===== src/rtl/quad_sample_sched_pkg.sv =====
// Shared definitions for the quadrature-encoder sampling scheduler:
// FSM state encoding, channel-index and sequence widths, and the
// millisecond cycle count derived from the clock frequency.
// Optional feature macro: QUAD_SAMPLE_SCHED_SEQ_EN (round sequence counter).
package quad_sample_sched_pkg;

  typedef enum logic [1:0] {
    ST_IDLE  = 2'd0,
    ST_LATCH = 2'd1,
    ST_SEND  = 2'd2
  } state_t;

  // Width of the channel index presented with each sample (up to 8 channels).
  localparam int CH_W  = 3;

  // Width of the round sequence number.
  localparam int SEQ_W = 8;

  localparam int MS_PER_S = 1000;

  // Clock cycles per millisecond; never below one so the tick divider stays sane.
  function automatic int ms_cycles(input int clk_frequency);
    int cyc;
    cyc = clk_frequency / MS_PER_S;
    return (cyc < 1) ? 1 : cyc;
  endfunction

endpackage


===== src/rtl/quad_sample_sched_if.sv =====
// Sample handshake between the scheduler (master) and the downstream
// register bank / host logic (slave). The master presents one channel's
// delta at a time; the slave accepts it with sample_ack.
interface quad_sample_sched_if
  import quad_sample_sched_pkg::*;
#(
  parameter int CNT_W = 16
);

  logic                    sample_valid;
  logic [CH_W-1:0]         sample_ch;
  logic signed [CNT_W-1:0] sample_delta;
  logic [SEQ_W-1:0]        sample_seq;
  logic                    sample_ack;

  modport master (
    output sample_valid,
    output sample_ch,
    output sample_delta,
    output sample_seq,
    input  sample_ack
  );

  modport slave (
    input  sample_valid,
    input  sample_ch,
    input  sample_delta,
    input  sample_seq,
    output sample_ack
  );

endinterface


===== src/rtl/timer_pulse.sv =====
// Programmable millisecond pulse generator. Emits a one-cycle tick every
// rate_ms milliseconds. The period is captured when a period starts, so a
// new rate_ms only applies once the running period has expired. rate_ms=0
// stops the timer after the current period; it restarts as soon as a
// non-zero rate is seen again.
module timer_pulse
  import quad_sample_sched_pkg::*;
#(
  parameter int CLK_FREQUENCY = 50_000_000
) (
  input  logic       clk,
  input  logic       rst,
  input  logic [7:0] rate_ms,
  output logic       tick
);

  localparam int MS_CYCLES = ms_cycles(CLK_FREQUENCY);
  localparam int SUB_W     = (MS_CYCLES > 1) ? $clog2(MS_CYCLES) : 1;
  localparam logic [SUB_W-1:0] SUB_LAST = SUB_W'(MS_CYCLES - 1);

  logic [SUB_W-1:0] sub_cnt;
  logic [7:0]       ms_cnt;
  logic [7:0]       period;
  logic             running;

  // Two-level divider: sub_cnt counts cycles within a millisecond, ms_cnt
  // counts milliseconds within the captured period.
  always_ff @(posedge clk) begin
    if (rst) begin
      sub_cnt <= '0;
      ms_cnt  <= '0;
      period  <= '0;
      running <= 1'b0;
      tick    <= 1'b0;
    end else begin
      tick <= 1'b0;
      if (!running) begin
        if (rate_ms != 8'd0) begin
          period  <= rate_ms;
          running <= 1'b1;
          sub_cnt <= '0;
          ms_cnt  <= '0;
        end
      end else if (sub_cnt == SUB_LAST) begin
        sub_cnt <= '0;
        if (ms_cnt == period - 8'd1) begin
          tick    <= 1'b1;
          ms_cnt  <= '0;
          period  <= rate_ms;
          running <= (rate_ms != 8'd0);
        end else begin
          ms_cnt <= ms_cnt + 8'd1;
        end
      end else begin
        sub_cnt <= sub_cnt + 1'b1;
      end
    end
  end

endmodule


===== src/rtl/quad_sample_sched.sv =====
// Periodic sampling scheduler for the quadrature-encoder peripheral.
// On each timer tick (while enabled) all encoder counters are snapshotted,
// then the signed per-channel deltas since the previous accepted sample are
// streamed out one channel at a time over a valid/ack handshake. A one-cycle
// irq marks round completion; a tick arriving mid-round sets sticky overrun.
// Optional feature macro: QUAD_SAMPLE_SCHED_SEQ_EN builds the round sequence
// counter; without it sample_seq is tied to zero.
module quad_sample_sched
  import quad_sample_sched_pkg::*;
#(
  parameter int CLK_FREQUENCY = 50_000_000,
  parameter int NUM_CH        = 2,
  parameter int CNT_W         = 16
) (
  input  logic                    clk,
  input  logic                    reset,
  input  logic [7:0]              rate_ms,
  input  logic                    enable,
  input  logic [NUM_CH*CNT_W-1:0] enc_count,
  input  logic                    overrun_clr,
  output logic                    irq,
  output logic                    overrun,
  quad_sample_sched_if.master     smp
);

  // Index width into the per-channel arrays (at least one bit).
  localparam int IDX_W = (NUM_CH > 1) ? $clog2(NUM_CH) : 1;
  localparam logic [CH_W-1:0] LAST_CH = CH_W'(NUM_CH - 1);

  state_t                  state_q, state_d;
  logic [CH_W-1:0]         ch_q, ch_d;
  logic                    valid_q, valid_d;
  logic signed [CNT_W-1:0] delta_q, delta_d;
  logic                    irq_q, irq_d;
  logic                    overrun_q;
  logic                    tick;
  logic                    hs;
  logic                    drop;
  logic                    latch_en;
  logic [IDX_W-1:0]        cur_idx;
  logic [IDX_W-1:0]        nxt_idx;

  logic [CNT_W-1:0] snap [NUM_CH];
  logic [CNT_W-1:0] prev [NUM_CH];

  // Counter difference taken modulo 2^CNT_W, so a counter that wrapped
  // between samples still yields the correct signed movement.
  function automatic logic signed [CNT_W-1:0] wrap_delta(
    input logic [CNT_W-1:0] now_v,
    input logic [CNT_W-1:0] old_v
  );
    logic [CNT_W-1:0] diff;
    diff = now_v - old_v;
    return $signed(diff);
  endfunction

  timer_pulse #(
    .CLK_FREQUENCY (CLK_FREQUENCY)
  ) u_timer (
    .clk     (clk),
    .rst     (~reset),
    .rate_ms (rate_ms),
    .tick    (tick)
  );

  assign hs      = valid_q & smp.sample_ack;
  assign drop    = tick & (state_q != ST_IDLE);
  assign cur_idx = ch_q[IDX_W-1:0];
  assign nxt_idx = IDX_W'(ch_q + 1'b1);

  // Next-state and next-output logic; outputs are precomputed here so the
  // registered sample moves to the next channel with no bubble after an ack.
  always_comb begin
    state_d  = state_q;
    ch_d     = ch_q;
    valid_d  = valid_q;
    delta_d  = delta_q;
    irq_d    = 1'b0;
    latch_en = 1'b0;
    case (state_q)
      ST_IDLE: begin
        if (tick && enable) begin
          state_d = ST_LATCH;
        end
      end
      ST_LATCH: begin
        latch_en = 1'b1;
        ch_d     = '0;
        valid_d  = 1'b1;
        delta_d  = wrap_delta(enc_count[CNT_W-1:0], prev[0]);
        state_d  = ST_SEND;
      end
      ST_SEND: begin
        if (hs) begin
          if (ch_q == LAST_CH) begin
            valid_d = 1'b0;
            irq_d   = 1'b1;
            state_d = ST_IDLE;
          end else begin
            ch_d    = ch_q + 1'b1;
            delta_d = wrap_delta(snap[nxt_idx], prev[nxt_idx]);
          end
        end
      end
      default: begin
        state_d = ST_IDLE;
        valid_d = 1'b0;
      end
    endcase
  end

  // FSM state and registered handshake outputs.
  always_ff @(posedge clk) begin
    if (!reset) begin
      state_q <= ST_IDLE;
      ch_q    <= '0;
      valid_q <= 1'b0;
      delta_q <= '0;
      irq_q   <= 1'b0;
    end else begin
      state_q <= state_d;
      ch_q    <= ch_d;
      valid_q <= valid_d;
      delta_q <= delta_d;
      irq_q   <= irq_d;
    end
  end

  // Snapshot of all counter lanes, taken once per round in LATCH.
  always_ff @(posedge clk) begin
    if (latch_en) begin
      for (int i = 0; i < NUM_CH; i++) begin
        snap[i] <= enc_count[i*CNT_W +: CNT_W];
      end
    end
  end

  // Reference values advance only when the downstream accepts a channel.
  always_ff @(posedge clk) begin
    if (!reset) begin
      for (int i = 0; i < NUM_CH; i++) begin
        prev[i] <= '0;
      end
    end else if (hs) begin
      prev[cur_idx] <= snap[cur_idx];
    end
  end

  // Sticky overrun: a dropped tick takes priority over a same-cycle clear.
  always_ff @(posedge clk) begin
    if (!reset) begin
      overrun_q <= 1'b0;
    end else if (drop) begin
      overrun_q <= 1'b1;
    end else if (overrun_clr) begin
      overrun_q <= 1'b0;
    end
  end

`ifdef QUAD_SAMPLE_SCHED_SEQ_EN
  logic [SEQ_W-1:0] seq_q;

  // Round sequence number, advanced together with the completion irq.
  always_ff @(posedge clk) begin
    if (!reset) begin
      seq_q <= '0;
    end else if (irq_d) begin
      seq_q <= seq_q + 1'b1;
    end
  end

  assign smp.sample_seq = seq_q;
`else
  assign smp.sample_seq = '0;
`endif

  assign smp.sample_valid = valid_q;
  assign smp.sample_ch    = ch_q;
  assign smp.sample_delta = delta_q;
  assign irq              = irq_q;
  assign overrun          = overrun_q;

endmodule


===== src/flat_wrapper.sv =====
// flat-port wrapper written by rule: the top's interface ports become plain ports
module quad_sample_sched_flat import quad_sample_sched_pkg::*;
#(
  parameter int CLK_FREQUENCY = 50_000_000,
  parameter int NUM_CH        = 2,
  parameter int CNT_W         = 16
)
  (clk, reset, rate_ms, enable, enc_count, overrun_clr, irq, overrun, smp_sample_valid, smp_sample_ch, smp_sample_delta, smp_sample_seq, smp_sample_ack);
  quad_sample_sched_if #(.CNT_W(CNT_W)) smp_i ();
  input  logic clk;
  input  logic reset;
  input  logic [7:0] rate_ms;
  input  logic enable;
  input  logic [NUM_CH*CNT_W-1:0] enc_count;
  input  logic overrun_clr;
  output logic irq;
  output logic overrun;
  output wire logic [$bits(smp_i.sample_valid)-1:0] smp_sample_valid;
  output wire logic [$bits(smp_i.sample_ch)-1:0] smp_sample_ch;
  output wire logic [$bits(smp_i.sample_delta)-1:0] smp_sample_delta;
  output wire logic [$bits(smp_i.sample_seq)-1:0] smp_sample_seq;
  input wire logic [$bits(smp_i.sample_ack)-1:0] smp_sample_ack;
  assign smp_sample_valid = smp_i.sample_valid;
  assign smp_sample_ch = smp_i.sample_ch;
  assign smp_sample_delta = smp_i.sample_delta;
  assign smp_sample_seq = smp_i.sample_seq;
  assign smp_i.sample_ack = smp_sample_ack;
  quad_sample_sched #(.CLK_FREQUENCY(CLK_FREQUENCY), .NUM_CH(NUM_CH), .CNT_W(CNT_W)) u_core (.clk(clk), .reset(reset), .rate_ms(rate_ms), .enable(enable), .enc_count(enc_count), .overrun_clr(overrun_clr), .irq(irq), .overrun(overrun), .smp(smp_i));
endmodule

===== config.mk =====
export PLATFORM = sky130hd
export DESIGN_NAME = quad_sample_sched_flat
export DESIGN_NICKNAME = d
export VERILOG_FILES = /design/src/rtl/quad_sample_sched_pkg.sv /design/src/rtl/quad_sample_sched_if.sv /design/src/rtl/timer_pulse.sv /design/src/rtl/quad_sample_sched.sv /design/src/flat_wrapper.sv
export SDC_FILE = /design/constraint.sdc
export NUM_CORES = 1
export LEC_CHECK = 0
export CAP_MARGIN = 20
export CORE_MARGIN = 2
export CORE_UTILIZATION = 35
export CTS_BUF_LIST = sky130_fd_sc_hd__clkbuf_4 sky130_fd_sc_hd__clkbuf_8
export DETAILED_ROUTE_END_ITERATION = 6
export GPL_TIMING_DRIVEN = 1
export PLACE_DENSITY_LB_ADDON = 0.08
export RECOVER_POWER = 100
export SYNTH_ARGS = -nofsm -noshare
export SYNTH_HDL_FRONTEND = slang
export SYNTH_SLANG_ARGS = --single-unit

===== constraint.sdc =====
create_clock -name clk -period 6.8 [get_ports clk]
set_input_delay 1.36 -clock clk [delete_from_list [all_inputs] [get_ports clk]]
set_output_delay 1.36 -clock clk [all_outputs]
set_load 0.005 [all_outputs]

Word-level counts from Yosys, hierarchy flattened
Memories as Yosys holds them, arrays and structs flattened. A register that Yosys moved wholly into a read port is not among the register bits.
Cells that the tools add are included.
{ "totals": {"reg_bits": 58, "ram_bits": 64, "in_bits": 45, "out_inout_bits": 30, "word_cells": 92, "n_memories": 2} }
{ "op_classes": {"add_sub_neg": 6, "n_eq_ne": 11, "mux": 44, "n_bitwise": 3, "reduce_logical": 15} }
{ "memory_table": {"columns": ["memory", "depth", "width", "rd", "rd_ports_with_merged_regs", "wr", "line_no", "source"], "rows": [
  ["u_core.prev", 2, 16, 2, 0, 2, "quad_sample_sched.sv:44", "logic [CNT_W-1:0] prev [NUM_CH];"],
  ["u_core.snap", 2, 16, 2, 1, 2, "quad_sample_sched.sv:43", "logic [CNT_W-1:0] snap [NUM_CH];"]
]} }
{ "ops": {"columns": ["op", "n"], "rows": [
  ["16-bit two-way mux", 6],
  ["8-bit two-way mux", 8],
  ["16-bit case mux with 2 select lines", 1],
  ["16-bit subtractor", 2],
  ["1-bit two-way mux", 21],
  ["3-bit AND reduction", 6],
  ["16-bit by 1-bit adder with 16-bit output (second input constant)", 1],
  ["16-bit == test (second input constant)", 1],
  ["16-bit OR reduction", 1],
  ["2-bit by 1-bit != test with 1-bit output (second input constant)", 5],
  ["8-bit by 1-bit adder with 8-bit output (second input constant)", 1],
  ["8-bit == test", 1],
  ["2-bit nonzero test", 4],
  ["8-bit nonzero test", 1],
  ["8-bit by 1-bit subtractor with 8-bit output (second input constant)", 1],
  ["2-bit two-way mux", 3],
  ["3-bit two-way mux", 2],
  ["2-bit case mux with 3 select lines", 1],
  ["3-bit case mux with 2 select lines", 1],
  ["3-bit by 1-bit adder with 3-bit output (second input constant)", 1],
  ["3-bit by 1-bit == test with 1-bit output (second input constant)", 1],
  ["1-bit case mux with 3 select lines", 1],
  ["1-bit AND", 2],
  ["2-bit by 1-bit == test with 1-bit output (second input constant)", 1],
  ["other kinds (6)", 6]
]} }

Logic depth before layout (Yosys ltp)
Gate-level depths: netlist of run 1.
{ "depth": {"depth_word": 6, "ltp_mapped": 13, "depth_no_buf": 11} }

By module
Synthesis of run 1 repeated with hierarchy kept, for this count alone.
{ "hier_totals": {"cells_unflattened": 756, "area_unflattened_um2": 7194.4} }
{ "by_module_without_submodules": {"columns": ["module", "instances", "cells_each", "area_per_inst_um2", "seq_area_each_um2"], "rows": [
  ["quad_sample_sched", 1, 498, 5217.5, 2422.3],
  ["timer_pulse", 1, 258, 1976.9, 680.7]
]} }

Worst setup path after synthesis of run 1
OpenSTA, ideal clock, no wires.
{ "synth_timing": {"kind": "register -> register", "start": "reg u_core.ch_q[0] (netlist: u_core.smp.sample_ch[0])", "end": "reg u_core.delta_q[14] (netlist: u_core.smp.sample_delta[14])", "setup_time_ps": 76, "arrival_time_ps": 3204, "required_time_ps": 6724, "path_slack_ps": 3520, "path_stages_with_launch": 14, "synth_period_minus_slack_ps": 3280, "path_cell_list": "dfxtp_1 > clkbuf_1 > clkbuf_1 > mux2i_1 > ha_1 > inv_1 > fa_1 > a21o_1 > a311o_1 > a41oi_1 > o21ai_0 > xnor2_1 > a21oi_1 > a21boi_0"} }
{ "synth_via": {"elab_chain_cells": 6, "word_cells_on_any_way": 10} }
{ "synth_rtl": {"columns": ["element", "line_no", "source"], "rows": [
  ["start, declared", "quad_sample_sched.sv:31", "logic [CH_W-1:0] ch_q, ch_d;"],
  ["start signal, assigned", "quad_sample_sched.sv:122", "ch_q <= ch_d;"],
  ["3-bit by 1-bit adder with 3-bit output", "quad_sample_sched.sv:69", "assign nxt_idx = IDX_W'(ch_q + 1'b1);"],
  ["memory read 2 x 16 bit, on equally long branches", null, null],
  ["16-bit subtractor", "quad_sample_sched.sv:53", "diff = now_v - old_v;"],
  ["16-bit two-way mux", "quad_sample_sched.sv:95", "if (ch_q == LAST_CH) begin"],
  ["16-bit two-way mux", "quad_sample_sched.sv:94", "if (hs) begin"],
  ["16-bit case mux with 2 select lines", "quad_sample_sched.sv:80", "case (state_q)"],
  ["end signal, assigned", "quad_sample_sched.sv:124", "delta_q <= delta_d;"],
  ["end, declared", "quad_sample_sched.sv:33", "logic signed [CNT_W-1:0] delta_q, delta_d;"]
]} }
Parallel ways exist; a longest one is shown, timed or not. The select of a mux whose other input is x is not followed.
A chain may end at the register's enable or synchronous reset.

==> results.py, run 1 <==
metrics = {
    "worst_setup_path": {
        "required_ns": 6.70,
        "max_stage_delay_ns": 1.67,
        "path_delay_family": "buffers and inverters",
        "crit_top_cell": "clkbuf_1",
        "endpoint_kind": "flop",
        "critPathLaunchType": "input pin",
        "worstPathCellList": "clkbuf_1 > clkbuf_1 > nand2_1",
        "crit_type": "in -> reg",
        "r2r_cells": 3,
        "crit_cells": 3,
        "path_buf_inv": 2,
        "cp_max_fo": 55,
        "worstPathArrival_ns": 4.64,
        "worst_path_max_delay_cell": "clkbuf_1",
    },
    "cts": {
        "cts_sinks": 123,
        "cts_tree": "built",
        "cts_resized": 0,
        "cts_inserted_buffers": 17,
        "cts_setup_buffers": 0,
        "htree_levels": 4,
        "clkLatencyLatePin_ns": 0.46,
        "hold_buffers": 0,
        "clkTransAtPathRegs_ns": 0.08,
        "cts-root-buf": "clkbuf_8",
        "cts_buffer_depth": 2,
    },
    "job": {
        "max_cap_violations": 3,
    },
    "sta": {
        "worst_slew_pin_slew_ns": 2.264,
        "setup_viol": 0,
        "timing.fmax_mhz": 211.2,
        "skew_ns": 0.01135,
        "slew_violations": 109,
        "relSlewSlack_pct": -50.94,
        "fin_crit_sh_pct": 69.64,
        "hold_violations": 0,
        "min_period_ns": 4.736,
        "setup_ws_ns": 2.064,
        "setup_tns_ns": 0,
        "fin_hold_ws_ns": 0.4707,
        "rsz0062_at_grt": "no",
    },
    "logic_synthesis": {
        "netlist_instances": 737,
        "ys_ff_latch": 123,
        "synth-edff-count": 64,
        "ys_seq_area_share_pct": 43.64,
        "synth.area.top_cells": "edfxtp_1 27%, dfxtp_1 17%, ha_1 6.7%",
        "synth_top_area_cell": "edfxtp_1",
        "synth_warnings": 0,
        "syn_area_mm2": 0.007111,
        "ys_types": 67,
        "syn_avg_cell_area_um2": 9.648,
        "synth.most_common_cell": "nor2_1",
        "synth_ff_type": "edfxtp_1",
        "synthTopCellsByCount": "67 x nor2_1, 65 x nand2_1, 64 x edfxtp_1, 59 x dfxtp_1, 39 x a21oi_1",
        "async_reset_ff_share_pct": 0,
        "synth_top_area_share_pct": 27.03,
    },
    "route": {
        "drc": 0,
        "vias": 5563,
        "first_iter_violations": 224,
        "drt-total-wl_mm": 18.24,
        "routedWlPerCell_um": 16.95,
        "vias_per_cell": 5.170,
        "ant_nets": 0,
        "drt_pre_antenna_iters": 4,
    },
    "grt": {
        "grt_max_degree": 56,
        "grt_pass1_wl_mm": 28.72,
        "grt-ovfl-total": 0,
        "grt_pass1_vias": 5441,
        "track_usage_pct": 17.26,
        "antenna_found_initial": 0,
    },
    "die": {
        "chipWidth_um": 146.5,
        "ios": 75,
        "fp.coreArea_mm2": 0.02010,
        "initial_core_util_pct": 35.37,
        "dieArea_mm2": 0.02147,
        "die_h_um": 146.5,
        "rows": 52,
    },
    "final_layout": {
        "syn_to_final_growth_pct": 18.69,
        "fin_area_mm2": 0.008439,
        "layout-drive-gt1-share_pct": 7.692,
        "nets": 878,
        "n_antenna_cell": 0,
        "final_util_pct": 41.98,
    },
    "run_status": {
        "violations": "capacitance limit, slew limit",
        "status": "finished, violations left",
    },
    "power_and_ir_drop": {
        "ir_drop_v": 0.0001149,
        "power_density_mw_per_mm2": 208.6,
        "p_leak_nw": 3.101,
    },
    "min_path": {
        "hold_depth": 2,
        "hp-class": "reg -> reg",
    },
    "placement": {
        "placed_cell_area_mm2": 0.007971,
        "portBuffers": 66,
        "hpwl_mm": 12.88,
        "dpl_worst_slack_ns": 2.741,
        "gp_congestion": 0.8783,
    },
}
## cell families (layout without fill, tap and decap cells)
kind of cell	after synthesis	count (layout)	share of synthesized area [%]
simple gates	248	248	17.30
compound gates	154	154	13.99
flops	123	123	43.64
buf+inv	72	134	4.399
mux	52	52	7.584
xor+xnor	47	47	5.789
fa+ha+maj	40	40	7.250
other cells	1	8	0.05274
## worst min-delay path: cells and delay by family, from the launching register on
family / cells / cell delay, ns
compound gates: 1 / 0.07
flops: 1 / 0.31
simple gates: 1 / 0.05
## report_power, final
group,switching [mW],internal [mW],leakage (nW)
logic,0.0895,0.0728,1.77
registers,0.00847,0.789,1.10
clock network,0.321,0.480,0.238
total,0.419,1.34,3.10
## through the flow
stage | power (mW) | instances
2_1_floorplan | 0.9245 | 744
3_3_place_gp | 0.9796 | 1044
3_5_place_dp | 0.9807 | 1044
4_1_cts | 1.782 | 1076
5_1_grt | 1.832 | 1076
6_report | 1.760 | 1076
## metal layers
layer	routed length [um]	part of all wire, %	global-route usage [%]	vias up
met5	0	0	0	-
met2	9175	50	30.28	101
met1	8041	44	20.69	2688
li1	-	-	-	2749
met4	426	2.3	6.311	0
met3	594	3.3	3.938	25
## cells in the final DEF (no fill, tap or decap), drive strengths merged, types with 12 or more instances in the layout
cell / instances
xnor2: 28
o21ai: 44
inv: 33
nand4: 12
a21oi: 41
nor2: 68
ha: 38
dfxtp: 59
dlygate4sd3: 54
edfxtp: 64
nor2b: 15
xor2: 19
nand3: 30
nand2: 67
mux2i: 37
mux2: 15
clkbuf: 21
## sequential cells by signal (all words and copies together), names as in the netlist, named ones only
name and count:
u_core.irq 1, u_core.overrun 1, u_core.prev 32, u_core.smp.sample_ch 3, u_core.smp.sample_delta 16, u_core.smp.sample_valid 1
u_core.snap 32, u_core.state_q 2, u_core.u_timer.ms_cnt 8, u_core.u_timer.period 8, u_core.u_timer.running 1, u_core.u_timer.sub_cnt 16
u_core.u_timer.tick 1
## area by class of cell
| class | instances | area (um^2) |
|---|---|---|
| Fill cell | 1982 | 11660 |
| Multi-Input combinational cell | 549 | 3715 |
| Sequential cell | 123 | 3104 |
| Timing Repair Buffer | 70 | 676.9 |
| Tap cell | 270 | 337.8 |
| Clock inverter | 14 | 244.0 |
| Clock buffer | 18 | 241.5 |
| Inverter | 32 | 120.1 |
## path summary, 6_finish.rpt
| check | start | slack (ns) | end |
|---|---|---|---|
| max reg2reg | u_core.smp.sample_ch[0]$_SDFFE_PN0P_ | 3.27 | u_core.prev[0][5]$_SDFFCE_PN0P_ |
| min | u_core.smp.sample_delta[2]$_SDFFE_PN0P_ | 0.47 | u_core.smp.sample_delta[2]$_SDFFE_PN0P_ |
| min reg2reg | u_core.smp.sample_delta[2]$_SDFFE_PN0P_ | 0.47 | u_core.smp.sample_delta[2]$_SDFFE_PN0P_ |
| max | reset | 2.06 | u_core.prev[0][5]$_SDFFCE_PN0P_ |
(Power assumes the default switching activity.)
==> inputs of run 2 (changes only) <==
- clock period: 6.8 -> 4.1 ns (I/O delays scaled with it)
==> run 2 against run 1 <==
- the flow still finishes with violations (capacitance limit, slew limit)
- final cell count up 0.19%
- clock power grew 54%
- via count fell by 0.56%
- utilization down 0.12 points
- power rose by 61%
- global-route usage is 0.053 points higher
- clock skew is 0.0022 ns lower
- worst setup slack got worse by 1.5 ns
- non-clock buffer count increased by 2
- largest power group is now sequential cells
==> results.py, run 2 (synthesized netlist as in run 1, its figures left out) <==
metrics = {
    "cts": {
        "cts_buffer_depth": 2,
        "clkTransAtPathRegs_ns": 0.08,
        "cts_tree": "built",
        "hold_buffers": 0,
        "cts_setup_buffers": 0,
        "cts-root-buf": "clkbuf_8",
        "htree_levels": 4,
        "cts_inserted_buffers": 17,
        "cts_resized": 0,
        "clkLatencyLatePin_ns": 0.45,
        "cts_sinks": 123,
    },
    "worst_setup_path": {
        "cp_max_fo": 17,
        "max_stage_delay_ns": 1.13,
        "worst_path_max_delay_cell": "or2_0",
        "worstPathArrival_ns": 3.63,
        "worstPathCellList": "dlygate4sd3_1 > nand3_1 > or2_0 > nand2_1 > clkbuf_1",
        "required_ns": 4.17,
        "critPathLaunchType": "input pin",
        "ff2ff_setup_slack_ns": 0.63,
        "r2r_cells": 10,
        "r2r_start": "u_core.smp.sample_ch[0]$_SDFFE_PN0P_",
        "r2r_end": "u_core.smp.sample_delta[15]$_SDFFE_PN0P_",
        "endpoint_kind": "flop",
        "crit_type": "in -> reg",
        "critPathLaunch": "smp_sample_ack",
    },
    "power_and_ir_drop": {
        "power_density_mw_per_mm2": 335.8,
        "p_leak_nw": 3.099,
        "finalPower_mw": 2.826,
        "ir_drop_v": 0.0001771,
    },
    "sta": {
        "min_period_ns": 3.559,
        "timing.fmax_mhz": 281.0,
        "hold_violations": 0,
        "skew_ns": 0.009103,
        "fin_crit_sh_pct": 86.80,
        "setup_viol": 0,
        "rsz0062_at_grt": "no",
        "setup_tns_ns": 0,
        "relSlewSlack_pct": -12.65,
        "worst_slew_pin_slew_ns": 1.690,
        "slew_violations": 53,
    },
    "grt": {
        "grt_max_degree": 56,
        "grt_pass1_wl_mm": 28.99,
        "track_usage_pct": 17.31,
        "grt-ovfl-total": 0,
        "antenna_found_initial": 0,
        "grt_pass1_vias": 5626,
    },
    "route": {
        "ant_nets": 0,
        "vias": 5532,
        "drt-total-wl_mm": 18.11,
        "first_iter_violations": 259,
        "routedWlPerCell_um": 16.80,
        "drt_pre_antenna_iters": 5,
        "drc": 0,
        "vias_per_cell": 5.132,
    },
    "die": {
        "fp.coreArea_mm2": 0.02010,
        "rows": 52,
        "die_h_um": 146.5,
        "dieArea_mm2": 0.02147,
        "ios": 75,
        "chipWidth_um": 146.5,
        "initial_core_util_pct": 35.37,
    },
    "final_layout": {
        "largestRegisters": "u_core.prev x32, u_core.snap x32",
        "num-fill-cells": 1962,
        "layout-drive-gt1-share_pct": 7.550,
        "fin_area_mm2": 0.008416,
        "n_antenna_cell": 0,
        "final_cell_mix": "67 x nor2_1, 66 x nand2_1, 64 x edfxtp_1, 59 x dfxtp_1, 55 x dlygate4sd3_1",
        "final_common_cell": "nor2_1",
        "syn_to_final_growth_pct": 18.35,
        "nets": 880,
        "final_util_pct": 41.86,
    },
    "placement": {
        "portBuffers": 66,
        "hpwl_mm": 13.29,
        "placed_cell_area_mm2": 0.007986,
        "gp_congestion": 0.9112,
    },
    "run_status": {
        "violations": "capacitance limit, slew limit",
        "status": "finished, violations left",
    },
    "min_path": {
        "min_to": "u_core.smp.sample_delta[2]$_SDFFE_PN0P_",
        "hp-start": "u_core.smp.sample_delta[2]$_SDFFE_PN0P_",
        "hp-class": "reg -> reg",
        "hold_depth": 2,
    },
    "job": {
        "max_cap_violations": 2,
    },
}
-- run 2: final cells by class --
| cell class | instances | area [um^2] | area share [%] |
|---|---|---|---|
| Timing Repair Buffer | 72 | 693.2 | 8.237 |
| Sequential cell | 123 | 3103 | 36.87 |
| Tap cell | 270 | 337.8 | 4.014 |
| Clock buffer | 18 | 241.5 | 2.869 |
| Multi-Input combinational cell | 549 | 3719 | 44.19 |
| Clock inverter | 14 | 201.4 | 2.394 |
| Inverter | 32 | 120.1 | 1.427 |
-- run 2: critical path, delay by kind of cell --
family | cells | cell delay, ns
and+or+nand+nor | 3 | 1.69
buffers and inverters | 2 | 1.10
-- run 2: worst max path at each step --
stage,end,cells after the start
after floorplan,u_core.smp.sample_delta[14]$_SDFFE_PN0P_,13
after global placement,u_core.smp.sample_delta[14]$_SDFFE_PN0P_,12
after detailed placement,u_core.smp.sample_delta[14]$_SDFFE_PN0P_,12
after CTS,u_core.smp.sample_delta[15]$_SDFFE_PN0P_,10
after global routing,u_core.prev[0][5]$_SDFFCE_PN0P_,5
final,u_core.prev[0][5]$_SDFFCE_PN0P_,5
-- run 2: metrics by stage --
step,cells,setup slack [ns],hold slack [ns]
final,1078,0.5411,0.4647
after detailed placement,1046,0.5814,0.4631
after global placement,1046,0.6476,0.4636
after floorplan,744,0.8200,0.4464
after CTS,1078,0.8200,0.4737
after global routing,1078,0.3723,0.4902
-- run 2: routing by layer --
layer / vias to the layer above / track usage, % / part of all wire (%)
met5: - / 0 / 0
met1: 2641 / 21.12 / 45
met4: 0 / 5.922 / 2.4
li1: 2758 / - / -
met2: 110 / 29.95 / 49
met3: 23 / 4.188 / 3.3
-- run 2: power breakdown --
group	internal [mW]	total [mW]	switching [mW]
Clock	0.722	1.23	0.511
Combinational	0.121	0.271	0.150
Sequential	1.31	1.32	0.0142
==> RTL change: new RTL, config.mk and constraints of run 2 <==
Change the package constant `CH_W` from 3 to 6.
--- a/src/rtl/quad_sample_sched_pkg.sv
+++ b/src/rtl/quad_sample_sched_pkg.sv
@@ -11,7 +11,7 @@
   } state_t;
 
   // Width of the channel index presented with each sample (up to 8 channels).
-  localparam int CH_W  = 3;
+  localparam int CH_W  = 6;
 
   // Width of the round sequence number.
   localparam int SEQ_W = 8;
Ports: changed (resized smp_sample_ch); port bits go from 75 to 78. The function was not compared with the original's and may differ.
==> RTL change against run 2 <==
- total power up 0.16%
- global-route usage grew 0.76 points
- area after synthesis grew 1.2%
- routed wire length up 6.1%
- sequential cell count up 3
- design area up 1.4%
- the run still ends with max-capacitance violations, max-slew violations left
- worst hold slack better by 0.0033 ns
- count of clock-buffer cells in the layout shrank 1
- first-iteration DRC count grew 8.5%
- clock skew is 0.0085 ns higher
- worst setup slack gained 0.012 ns
- largest power group unchanged
==> RTL change: results (changes against run 2) <==
outcome=finished, violations left; failing checks=max-capacitance violations, max-slew violations; Crit Path Max Fanout=30 (+13); largest net degree at the start of global routing=36 (-36%); met3 usage=0.0361 (-0.00576); Routability Congestion=0.901 (-1.1%); largest cells by area after synthesis=edfxtp_1, dfxtp_1, ha_1; number of DRC markers in iteration 0=281 (+8.5%); CP Launch Point=reset; peak supply drop=0.168 mV (-5.0%); Sw Ratio=0.252 (+0.0132); # fillers=2004 (+2.1%); LEAKAGE=3.08 nW (-0.54%); clock skew=0.0176 ns (+0.00851 ns); end of the worst hold path=u_core.overrun$_SDFFE_PN0P_; Max-Cap Viols=2 (unchanged); Hold Startpoint=u_core.overrun$_SDFFE_PN0P_; Design Area, Final=8530 um2 (+1.4%); post-placement cell count=1066 (+1.9%); syn avg cell area=9.62 um2 (-0.31%); Slew Limit Fails=71 (+34%); sequential area share after synthesis=0.440 (+0.00326); overall routing resource usage=0.181 (+0.00756); post-DP HPWL=13.6 mm (+2.0%); vias in the first global route=5799 (+3.1%)
[RTL change: cell count changes in the layout (fill, tap and decap cells not counted), sizes merged, moves of 8 or more]
cell / run 2 / this run
a211oi: 4 / 13
a21boi: 9 / 1
a21oi: 41 / 50
nor2: 68 / 92
nor2b: 15 / 5
nand2: 67 / 50
[RTL change: layer usage]
metal / wire length, um / up-vias / part of all wire
li1: - / 2840 / -
met1: 8790 / 2794 / 0.46
met2: 9290 / 141 / 0.48
met3: 846 / 20 / 0.044
met4: 303 / 0 / 0.016
met5: 0 / - / 0
[RTL change: area by class of cell]
type                       count  share of cell area
clock inverter                15              0.0227
sequential                   126               0.371
timing repair buffer          80              0.0882
tap                          270              0.0396
inverter                      32              0.0141
clock buffer                  17              0.0274
multi-input combinational    558               0.437
[RTL change: kinds of logic after synthesis]
family / synth area share
AO/OA/AOI/OAI: 0.156
XOR/XNOR: 0.0543
adder cells (fa/ha/maj): 0.0717
buffers and inverters: 0.0428
flip-flops: 0.440
multiplexers: 0.0779
other: 0.000521
AND/OR/NAND/NOR: 0.157
[RTL change: power groups by stage]
stage / combinational, mW / clock (mW) / sequential [mW]
after floorplan: 0.191 / 0 / 1.37
final: 0.278 / 1.20 / 1.35
after detailed placement: 0.285 / 0 / 1.38
after global placement: 0.284 / 0 / 1.38
after CTS: 0.287 / 1.24 / 1.35
after global routing: 0.307 / 1.29 / 1.35
[RTL change: critical path, stage by stage]
cell	delay (ns)
dlygate4sd3_1	0.57
clkbuf_1	1.07
nand4_1	0.19
buf_4	0.29
nand2_1	0.20
clkbuf_2	0.48
